==> src/rtl/counter_pkg.sv <==
// Shared definitions for the counter family: state encoding and the
// load-value clamp used when software hands us an out-of-range preset.
package counter_pkg;

    // Counter run state: RUN counts down, DONE is the parked one-shot state
    typedef enum logic {
        ST_RUN  = 1'b0,
        ST_DONE = 1'b1
    } state_t;

    // Clamp a requested load value into the legal range 0..modulus-1.
    // Anything at or above the modulus lands on the top of the range so a
    // bad preset still behaves like a full-length period.
    function automatic int unsigned clamp_load(input int unsigned val,
                                               input int unsigned modulus);
        return (val >= modulus) ? (modulus - 1) : val;
    endfunction

endpackage

==> src/rtl/mod_n_down_counter.sv <==
// Programmable modulo-N down counter with parallel load, enable,
// auto-reload / one-shot selection, a combinational terminal-count strobe
// and registered wrap/done/busy flags. Used as a timer and tick divider.
module mod_n_down_counter
    import counter_pkg::*;
#(
    parameter int MODULUS = 10,
    parameter int WIDTH   = 4
) (
    input  logic             clk,
    input  logic             reset,
    input  logic             en,
    input  logic             load,
    input  logic [WIDTH-1:0] load_val,
    input  logic             oneshot,
    output logic [WIDTH-1:0] count,
    output logic             tc,
    output logic             wrap,
    output logic             done,
    output logic             busy
);

    localparam logic [WIDTH-1:0] TOP = WIDTH'(MODULUS - 1);

    state_t state;

    // Count/state register: reset beats load, load beats enable; the zero
    // case is handled explicitly so the decrement can never underflow.
    always_ff @(posedge clk) begin
        if (reset) begin
            count <= TOP;
            state <= ST_RUN;
            wrap  <= 1'b0;
            done  <= 1'b0;
            busy  <= 1'b1;
        end else if (load) begin
            count <= WIDTH'(clamp_load(32'(load_val), 32'(MODULUS)));
            state <= ST_RUN;
            wrap  <= 1'b0;
            done  <= 1'b0;
            busy  <= 1'b1;
        end else begin
            wrap <= 1'b0;
            case (state)
                ST_RUN: begin
                    if (en) begin
                        if (count != '0) begin
                            count <= count - WIDTH'(1);
                        end else if (oneshot) begin
                            state <= ST_DONE;
                            done  <= 1'b1;
                            busy  <= 1'b0;
                        end else begin
                            count <= TOP;
                            wrap  <= 1'b1;
                        end
                    end
                end
                ST_DONE: begin
                    count <= '0;
                    done  <= 1'b1;
                    busy  <= 1'b0;
                end
                default: begin
                    state <= ST_RUN;
                end
            endcase
        end
    end

    // Terminal count: a decrement from zero is being consumed this cycle
    assign tc = (count == '0) && en && (state == ST_RUN) && !load && !reset;

endmodule

==> config.mk <==
export PLATFORM = sky130hd
export DESIGN_NAME = mod_n_down_counter
export DESIGN_NICKNAME = d
export VERILOG_FILES = /design/src/rtl/counter_pkg.sv /design/src/rtl/mod_n_down_counter.sv
export SDC_FILE = /design/constraint.sdc
export NUM_CORES = 1
export LEC_CHECK = 0
export ABC_AREA = 1
export CORE_AREA = 2 2 39 41
export CTS_CLUSTER_DIAMETER = 30
export CTS_CLUSTER_SIZE = 12
export DETAILED_ROUTE_END_ITERATION = 10
export DIE_AREA = 0 0 41 43
export PLACE_DENSITY_LB_ADDON = 0.08
export SLEW_MARGIN = 0
export SYNTH_ARGS = -nofsm -noshare
export SYNTH_HDL_FRONTEND = slang
export SYNTH_SLANG_ARGS = --single-unit
==> constraint.sdc <==
create_clock -name clk -period 1.5 [get_ports clk]
set_input_delay 0.15 -clock clk [delete_from_list [all_inputs] [get_ports clk]]
set_output_delay 0.15 -clock clk [all_outputs]
set_load 0.005 [all_outputs]
## Yosys cells after proc, flatten, opt, wreduce, memory -nomap -nowiden

Index checks and enable logic that the tools add are counted.

- Register bits: 8
- Word-level logic and storage cells: 45
- Output and inout bits: 8
- Input bits: 9

- Bitwise operators: 2
- Eq/ne operators: 5
- Muxes and demuxes: 19
- Reduce and logical (&&, ||, !) cells: 12
- Add/sub/neg operators: 1
- Order comparisons: 1

Operators with widths:

| kind | count |
|---|---|
| 2-to-1 mux 4 bit | 5 |
| 2-to-1 mux 1 bit | 11 |
| case mux 4 bit (2 select lines) | 1 |
| != test 2 bit (second input constant) | 3 |
| OR reduction 5 bit | 1 |
| greater-or-equal comparator 4 bit (second input constant) | 1 |
| logical AND 1 bit | 4 |
| logical NOT 4 bit | 1 |
| != test 4 bit (second input constant) | 1 |
| case mux 1 bit (2 select lines) | 2 |
| nonzero test 4 bit | 1 |
| subtractor 4 x 1 -> 4 bit (second input constant) | 1 |
| != test 3 bit (second input constant) | 1 |
| AND reduction 3 bit | 1 |
| logical NOT 1 bit | 2 |
| inverter 1 bit | 2 |
| AND reduction 2 bit | 1 |
| OR reduction 2 bit | 1 |

## Logic depth before layout (Yosys ltp)

Gate-level depths: netlist of the first run.

- Depth in word-level cells: 5
- Depth in mapped cells: 8
- Gate-level depth less buffers: 8

## Worst setup path before layout of the first run

No wires, ideal clock.

- Path kind: reg2reg
- Start: register count[0]
- End: register count[1]
- Buffers on the path: 0
- Stages on the path, launching flop included: 9
- Setup slack: 0.328 ns
- Data arrival time: 1.060 ns
- Cell sequence: dfxtp_1 -> inv_1 -> ha_1 -> nand3_2 -> nand2_2 -> nand2_2 -> inv_2 -> nor2_1 -> nor2_1

- Longest elaborated chain between the ends: 5
- Elaborated cells between the ends (all ways): 8
- Those cells by class: add/sub: 1; eq/ne: 1; mux: 4; reduce/logical: 2

Ends and longest elaborated chain:

| item | line | RTL |
|---|---|---|
| start, declared | mod_n_down_counter.sv:16 | `output logic [WIDTH-1:0] count,` |
| start signal, assigned | mod_n_down_counter.sv:37 | `count <= WIDTH'(clamp_load(32'(load_val), 32'(MODULUS)));` |
| start signal, assigned | mod_n_down_counter.sv:48 | `count <= count - WIDTH'(1);` |
| subtractor 4 x 1 -> 4 bit / nonzero test 4 bit (equally long branches) | mod_n_down_counter.sv:48, mod_n_down_counter.sv:47 |  |
| 2-to-1 mux 4 bit | mod_n_down_counter.sv:47 | `if (count != '0) begin` |
| 2-to-1 mux 4 bit | mod_n_down_counter.sv:46 | `if (en) begin` |
| case mux 4 bit (2 select lines) | mod_n_down_counter.sv:44 | `case (state)` |
| 2-to-1 mux 4 bit | mod_n_down_counter.sv:36 | `end else if (load) begin` |

Several ways; a longest one is shown, not always the timed one. The select of a mux whose other input is x is not followed.
A chain may end at the register's enable or synchronous reset.

## Worst setup path after layout of the first run

- Start: register count[1]
- End: output tc

- Longest elaborated chain between the ends: 5

Ends and longest elaborated chain:

| item | line | RTL |
|---|---|---|
| logical NOT 4 bit | mod_n_down_counter.sv:72 | `assign tc = (count == '0) && en && (state == ST_RUN) && !load && !reset;` |
| logical AND 1 bit (4 in a row) | mod_n_down_counter.sv:72 |  |
| end, declared | mod_n_down_counter.sv:17 | `output logic tc,` |

Every way passes these cells.

==> metrics.cfg, run 1 <==
[clock_network]
cts_made_buffers = 3
clkLatencyLatePin_ns = 0.25
ctsHoldBuffers = 0
clk_transition_reported_paths_ns = 0.05
cts.sinks = 8
cts.path.max_buffers = 2
ctsHtreeMaxLevel = 1
cts_tree = yes
clockRootBuffer = clkbuf_4

[finish]
fillers = 150
layout-drive-gt1-share_pct = 20.2
multiInputGateArea_um2 = 262
nNetsFinal = 107
num_antenna_cells = 0
seq_area_um2 = 160
syn2layout_area_growth_pct = 59.9

[power_and_ir_drop]
vdd_drop_max_mv = 0.534
power.density_nw_per_um2 = 769
p_leak_nw = 0.344

[route]
vias_per_cell = 4.60
vias = 506
wl_per_cell_um = 9.48
drt-initial-drc-count = 2
drc = 0
dr.pass1.iters = 4
ant_nets = 0
wirelength_um = 1040

[grt]
antenna_found_initial = 0
grt_max_degree = 7
gr-total-overflow = 0
grt_pass1_wl_um = 1810
grt_pass1_vias = 489
grt.total_usage_pct = 15.2

[synth]
synth.most_common_cell = nand2_1
syn_inst = 66
yosysTopAreaCell = dfxtp_1
synth.yosys.seq_area_share_pct = 35.4
synth_top_area_share_pct = 35.4
ys_types = 19
syn_avg_cell_area_um2 = 6.86
synth_nets = 77
yosysWarnings = 0
synth_common_cells = 13 x nand2_1, 9 x nand3_1, 8 x dfxtp_1, 8 x inv_1, 8 x nor2_1
synth_area_um2 = 453
synth-edff-count = 0
postSynth.asyncResetShare_pct = 0
synth_seq_cells = 8
yosys-top-cells-area = dfxtp_1 35%, nand2_1 11%, nand3_1 9.9%, inv_1 6.6%, nor2_1 6.6%
synth_ff_type = dfxtp_1

[timing]
setup_tns_ns = 0
holdWs_ns = 0.466
worstMarginPinSlew_ns = 0.192
drv_slew = 0
clock_skew_ns = 0.00162
hold_viol = 0
rsz0062_at_grt = false
slew_headroom_pct = 87.2
min_period_ns = 1.41
fmax_mhz = 707
post-route-period-util_pct = 94.3
setup_ws_ns = 0.0862
setup_viol = 0

[floorplan]
dieHeight_um = 43
dieArea_um2 = 1760
core_area_um2 = 1380
rows = 14
io_pins = 17
fp.dieW_um = 41
initial_core_util_pct = 32.7

[flow_run]
maxCapViolations = 0

[run_status]
status = completed

[min_path]
min_path_type = flip-flop to flip-flop

[place]
dp_hpwl_um = 882
dpl_worst_slack_ns = -0.0813
gp_congestion = 0.737
portBuffers = 16

[setup_path]
cp_max_fo = 3
required_ns = 1.35
crit_arrival_ns = 1.26
critPathKind = flip-flop to primary output
worstSetupStartpointType = flip-flop
endpoint_kind = primary output

metal layers:
metal	GRT usage, %	vias up	wire (um)
met5	0	-	0
met4	10.0	0	29
li1	-	270	-
met1	18.4	217	462
met2	22.8	14	501
met3	3.14	5	49
worst max-delay path, stage by stage (launching register included):
cell and delay [ns]:
dfxtp_1 0.35, inv_1 0.07, ha_2 0.18, nand2_1 0.11, nor2_1 0.05, dlygate4sd2_1 0.25
kinds of logic (layout without fill, tap and decap cells):
group	after synthesis	in the layout	synth area share (%)
compound gates	8	8	9.94
xor+xnor	1	1	1.93
fa+ha+maj	2	2	5.52
buf+inv	9	37	7.46
flops	8	8	35.4
simple gates	38	38	39.8
placed cells by master (no fill, tap or decap), drive strengths merged:
cell type,count
a21oi,1
and2,1
buf,9
clkbuf,3
clkdlybuf4s50,15
dfxtp,8
dlygate4sd2,1
ha,2
inv,9
nand2,15
nand3,10
nor2,10
nor3,2
o21a,1
o21ai,5
o21bai,1
xnor2,1
report_power, final:
part | total, mW | internal [mW] | switching, mW | leakage, nW
Combinational | 0.159 | 0.0894 | 0.0698 | 0.264
Clock | 0.164 | 0.0915 | 0.0727 | 0.0138
Sequential | 0.233 | 0.224 | 0.00959 | 0.0655
Total | 0.557 | 0.405 | 0.152 | 0.344
area by class of cell:
cell class | instances | area share [%]
inverters | 9 | 4.66
repair buffers | 25 | 31.3
flip-flops and latches | 8 | 22.1
multi-input cells | 49 | 36.1
clock buffers | 3 | 3.11
well taps | 16 | 2.76
final timing paths:
path         startpoint  endpoint  slack [ns]  cells past startpoint
max            count[1]        tc        0.09                      5
min reg2reg        done      done        0.47                      1
min                done      done        0.47                      1
max reg2reg    count[1]  count[1]        0.24                      9
registers in the layout (all words and copies together) (netlist names):
signal,count
busy,1
state,1
wrap,1
count,4
done,1
metrics by stage:
step                      area, um^2  utilization [%]  power, mW  std cells
after CTS                        724             52.4      0.561        110
after global routing             724             52.4      0.604        110
final                            724             52.4      0.557        110
after floorplan                  453                -      0.309         66
after global placement           701             50.6      0.396        107
after detailed placement         701             50.6      0.397        107
repair_timing:
item	in CTS	in global routing
buffers inserted	0	0
gates resized for setup	2	0
setup endpoints to repair	1	0
Note: power is estimated with default switching activity, not from simulation.
==> inputs of run 2 (changes only) <==
--- a/config.mk
+++ b/config.mk
@@ -6,12 +6,14 @@
 export NUM_CORES = 1
 export LEC_CHECK = 0
 export ABC_AREA = 1
+export CAP_MARGIN = 20
 export CORE_AREA = 2 2 39 41
 export CTS_CLUSTER_DIAMETER = 30
 export CTS_CLUSTER_SIZE = 12
 export DETAILED_ROUTE_END_ITERATION = 10
 export DIE_AREA = 0 0 41 43
 export PLACE_DENSITY_LB_ADDON = 0.08
+export SETUP_SLACK_MARGIN = 0.05
 export SLEW_MARGIN = 0
 export SYNTH_ARGS = -nofsm -noshare
 export SYNTH_HDL_FRONTEND = slang
==> metrics.cfg, run 2 (same netlist as run 1, synthesis figures left out) <==
[grt]
use_met1_pct = 18.4  ; unchanged
grt_pass1_vias = 489  ; unchanged
grt_pass1_wl_um = 1810  ; unchanged
grt_max_degree = 7  ; unchanged
use_met2_pct = 22.8  ; unchanged
top_usage_layer = met2
antenna_found_initial = 0  ; unchanged
grt_util_met3_pct = 3.14  ; unchanged
grt.total_usage_pct = 15.2  ; unchanged
gr-total-overflow = 0  ; unchanged

[setup_path]
worstSetupStartpointType = flip-flop
crit_family = buffers and inverters
path_buf_inv = 2  ; unchanged
required_ns = 1.35  ; about the same
critPathSlowestCell = clkdlybuf4s50_1
endpoint_kind = primary output
slowest_delay_ns = 0.49  ; +0.14 ns
crit_arrival_ns = 1.25  ; about the same
crit_chain = buf_4 > clkdlybuf4s50_1
critPathKind = flip-flop to primary output
cp_max_fo = 4  ; +1
regToRegSetupSlack_ns = 0.23  ; about the same

[place]
portBuffers = 16  ; unchanged
gp_congestion = 0.737  ; unchanged
dp_hpwl_um = 882  ; unchanged
dpl_cell_area_um2 = 701  ; unchanged

[finish]
final_common_cell = clkdlybuf4s50_1
num_antenna_cells = 0  ; unchanged
fin_area_um2 = 728  ; +0.52%
layout-drive-gt1-share_pct = 23.4  ; +3.2 points
top_register = count
nNetsFinal = 107  ; unchanged
final_cell_mix = 15 x clkdlybuf4s50_1, 12 x nand2_1, 9 x nand3_1, 9 x buf_4, 8 x nor2_1
largest_reg_flops = 4  ; unchanged
fin_util_pct = 52.6  ; +0.27 points
syn2layout_area_growth_pct = 60.8

[timing]
rsz0062_at_grt = false
fmax_mhz = 715  ; +1.1%
post-route-period-util_pct = 93.2  ; -1.0 points
slew_headroom_pct = 87.1  ; -0.10 points
worstMarginPinSlew_ns = 0.193  ; +0.00163 ns
setup_tns_ns = 0  ; unchanged
hold_viol = 0  ; unchanged
clock_skew_ns = 0.00228  ; +0.000659 ns
min_period_ns = 1.40  ; -0.0155 ns
setup_viol = 0  ; unchanged
holdWs_ns = 0.466  ; -0.000156 ns
drv_slew = 0  ; unchanged

[route]
ant_nets = 0  ; unchanged
dr.pass1.iters = 4  ; unchanged
wl_per_cell_um = 9.75  ; +2.8%
vias_per_cell = 4.65  ; +0.99%
drt-initial-drc-count = 3  ; +1
drc = 0  ; unchanged
wirelength_um = 1070  ; +2.8%
vias = 511  ; +0.99%

[floorplan]
fp.dieW_um = 41  ; unchanged
dieArea_um2 = 1760  ; unchanged
initial_core_util_pct = 32.7  ; unchanged
dieHeight_um = 43  ; unchanged
io_pins = 17  ; unchanged
rows = 14  ; unchanged
core_area_um2 = 1380  ; unchanged

[clock_network]
clkLatencyLatePin_ns = 0.25  ; about the same
post-cts-setup-buffer-count = 0  ; unchanged
cts.sinks = 8  ; unchanged
cts.path.max_buffers = 2  ; unchanged
cts_tree = yes
clockRootBuffer = clkbuf_4
ctsHoldBuffers = 0  ; unchanged
ctsHtreeMaxLevel = 1  ; unchanged
cts_made_buffers = 3  ; unchanged
clk_transition_reported_paths_ns = 0.05  ; about the same

[power_and_ir_drop]
power_mw = 0.560  ; +0.50%
p_leak_nw = 0.343  ; -0.16%
power.density_nw_per_um2 = 768  ; about the same
vdd_drop_max_mv = 0.533  ; -0.14%

[flow_run]
maxCapViolations = 0  ; unchanged

[min_path]
min_path_type = flip-flop to flip-flop

[run_status]
status = completed

-- run 2: changes by cell type in the layout (fill, tap and decap cells not counted) --
cell     change
dfxtp_1      -1
dfxtp_2      +1
inv_1        -1
inv_2        +1
nand2_1      -1
nand2_2      +1
-- run 2: worst paths after layout --
| kind | from | endpoint | cells past startpoint |
|---|---|---|---|
| max | count[2] | count[2] | 2 |
| min | done | done | 1 |
| max reg2reg | count[1] | count[0] | 8 |
| min reg2reg | done | done | 1 |
-- run 2: through the flow --
step,std cells,setup WS (ns)
floorplan,66,0.328
global placement,107,-0.0765
detailed placement,107,-0.0813
CTS,110,0.0765
global route,110,0.0443
finish,110,0.102
-- run 2: area by class of cell --
cell class / instances / area (um^2)
Sequential cell: 8 / 161
Timing Repair Buffer: 25 / 226
Tap cell: 16 / 20.0
Multi-Input combinational cell: 49 / 264
Inverter: 9 / 33.8
Fill cell: 151 / 656
Clock buffer: 3 / 22.5
-- run 2: power by group --
part / internal (mW) / leakage (nW) / switching, mW
clock network: 0.0915 / 0.0138 / 0.0721
registers: 0.224 / 0.0659 / 0.0105
logic: 0.0901 / 0.263 / 0.0710
-- run 2: what timing repair did --
item / CTS / global route
pin swaps: 0 / 1
gates resized for setup: 2 / 3
setup endpoints to repair: 1 / 1
-- run 2: routing by layer --
metal | vias to the layer above | share of wire (%)
met2 | 14 | 49
met3 | 5 | 4.6
met4 | 0 | 2.7
li1 | 270 | -
met5 | - | 0
met1 | 222 | 44
==> inputs of run 3 (changes only) <==
--- a/config.mk
+++ b/config.mk
@@ -7,11 +7,10 @@
 export LEC_CHECK = 0
 export ABC_AREA = 1
 export CAP_MARGIN = 20
-export CORE_AREA = 2 2 39 41
+export CORE_UTILIZATION = 30
 export CTS_CLUSTER_DIAMETER = 30
 export CTS_CLUSTER_SIZE = 12
 export DETAILED_ROUTE_END_ITERATION = 10
-export DIE_AREA = 0 0 41 43
 export PLACE_DENSITY_LB_ADDON = 0.08
 export SETUP_SLACK_MARGIN = 0.05
 export SLEW_MARGIN = 0
==> metrics.cfg, run 3 (same netlist as run 1, synthesis figures left out) <==
[finish]
num_antenna_cells = 0  ; unchanged
seq_area_um2 = 163  ; +0.78%
fillers = 144  ; -4.6%
syn2layout_area_growth_pct = 53.9
largest_reg_flops = 4  ; unchanged
layout.cells.non_filler = 106  ; -3.6%
nNetsFinal = 104  ; -2.8%
fin_util_pct = 51.6  ; -1.0 points
multiInputGateArea_um2 = 259  ; -1.9%
layout-drive-gt1-share_pct = 19.8  ; -3.6 points
final_cell_mix = 15 x clkdlybuf4s50_1, 13 x nand2_1, 9 x nand3_1, 8 x inv_1, 8 x nor2_1
final_common_cell = clkdlybuf4s50_1
top_register = count

[grt]
antenna_found_initial = 0  ; unchanged
grt_max_degree = 7  ; unchanged
grt_pass1_vias = 371  ; -24%
grt.total_usage_pct = 14.2  ; -1.0 points
grt_pass1_wl_um = 1460  ; -19%
gr-total-overflow = 0  ; unchanged

[route]
drc = 0  ; unchanged
wirelength_um = 1000  ; -6.7%
ant_nets = 0  ; unchanged
drt-initial-drc-count = 9  ; +6
vias_per_cell = 4.51  ; -2.9%
vias = 478  ; -6.5%
dr.pass1.iters = 4  ; unchanged
wl_per_cell_um = 9.43  ; -3.2%

[clock_network]
clk_transition_reported_paths_ns = 0.06  ; about the same
ctsHtreeMaxLevel = 1  ; unchanged
cts.path.max_buffers = 2  ; unchanged
cts_tree = yes
ctsHoldBuffers = 0  ; unchanged
cts_made_buffers = 3  ; unchanged
cts.sinks = 8  ; unchanged
clockRootBuffer = clkbuf_4
clkLatencyLatePin_ns = 0.26  ; about the same
post-cts-setup-buffer-count = 0  ; unchanged

[setup_path]
critPathKind = flip-flop to primary output
crit_arrival_ns = 1.24  ; about the same
regToRegSetupSlack_ns = 0.21  ; -0.02 ns
worstSetupStartpointType = flip-flop
endpoint_kind = primary output
required_ns = 1.35  ; about the same
cp_max_fo = 4  ; unchanged

[power_and_ir_drop]
p_leak_nw = 0.328  ; -4.4%
vdd_drop_max_mv = 0.325  ; -39%
power.density_nw_per_um2 = 798  ; +3.9%

[timing]
clock_skew_ns = 0.00654  ; +0.00426 ns
worstMarginPinSlew_ns = 0.199  ; +0.00610 ns
hold_viol = 0  ; unchanged
fmax_mhz = 722  ; +0.90%
post-route-period-util_pct = 92.4  ; -0.83 points
setup_tns_ns = 0  ; unchanged
setup_viol = 0  ; unchanged
setup_ws_ns = 0.114  ; +0.0125 ns
rsz0062_at_grt = false
drv_slew = 0  ; unchanged
slew_headroom_pct = 86.7  ; -0.42 points
holdWs_ns = 0.465  ; -0.000703 ns
min_period_ns = 1.39  ; -0.0125 ns

[run_status]
status = completed

[place]
dp_hpwl_um = 782  ; -11%
portBuffers = 16  ; unchanged
dpl_worst_slack_ns = -0.0701  ; +0.0112 ns
gp_congestion = 0.765  ; +3.7%
dp_cells = 103  ; -3.7%

[min_path]
min_path_type = flip-flop to flip-flop

[floorplan]
core_area_um2 = 1350  ; -2.4%
initial_core_util_pct = 33.5  ; +0.82 points
dieHeight_um = 40.9  ; -5.0%
dieArea_um2 = 1670  ; -5.3%
fp.dieW_um = 40.9  ; -0.35%
rows = 13  ; -1
io_pins = 17  ; unchanged

[flow_run]
maxCapViolations = 0  ; unchanged

## run 3: cell count changes in the layout (fill, tap and decap cells not counted)
cell,change
dfxtp_1,-1
ha_1,+1
inv_1,+1
nand2_2,-1
buf_4,-3
nand2_1,+1
inv_2,-1
clkbuf_2,+1
dfxtp_2,+1
dlygate4sd2_1,-1
ha_2,-1
## run 3: routing by layer
layer / share of wire, % / vias up / track usage [%]
met4: 1.5 / 0 / 15.0
met5: 0 / - / 0
met2: 42 / 15 / 18.4
met3: 5.6 / 2 / 3.26
met1: 51 / 197 / 18.0
li1: - / 264 / -
## run 3: cell type report
cell class,instances,area share (%)
Clock buffer,3,3.23
Inverter,9,4.85
Sequential cell,8,23.3
Tap cell,15,2.69
Multi-Input combinational cell,49,37.2
Timing Repair Buffer,22,28.7
## run 3: path summary, 6_finish.rpt
check | startpoint | to | cells after the start
max | count[2] | count[2] | 2
min | busy | busy | 2
max reg2reg | count[0] | count[1] | 9
min reg2reg | busy | busy | 2
## run 3: timing repair
item,in CTS,in global routing
pin swaps,2,0
gates resized for setup,3,2
endpoints found under the setup margin,1,1
hold endpoints to repair,0,0
## run 3: per-stage QoR
step                power (mW)  instance area (um^2)
floorplan                0.309                   453
global placement         0.386                   677
detailed placement       0.386                   677
CTS                      0.565                   701
global route             0.585                   697
finish                   0.556                   697
## run 3: worst max-delay path: stages (launching register included)
cell	delay, ns
dfxtp_1	0.35
buf_4	0.14
clkdlybuf4s50_1	0.49
## run 3: power breakdown
group / internal, mW / total, mW / switching (mW)
sequential: 0.225 / 0.235 / 0.0102
combinational: 0.0818 / 0.147 / 0.0655
clock: 0.0922 / 0.174 / 0.0819
total: 0.399 / 0.556 / 0.158
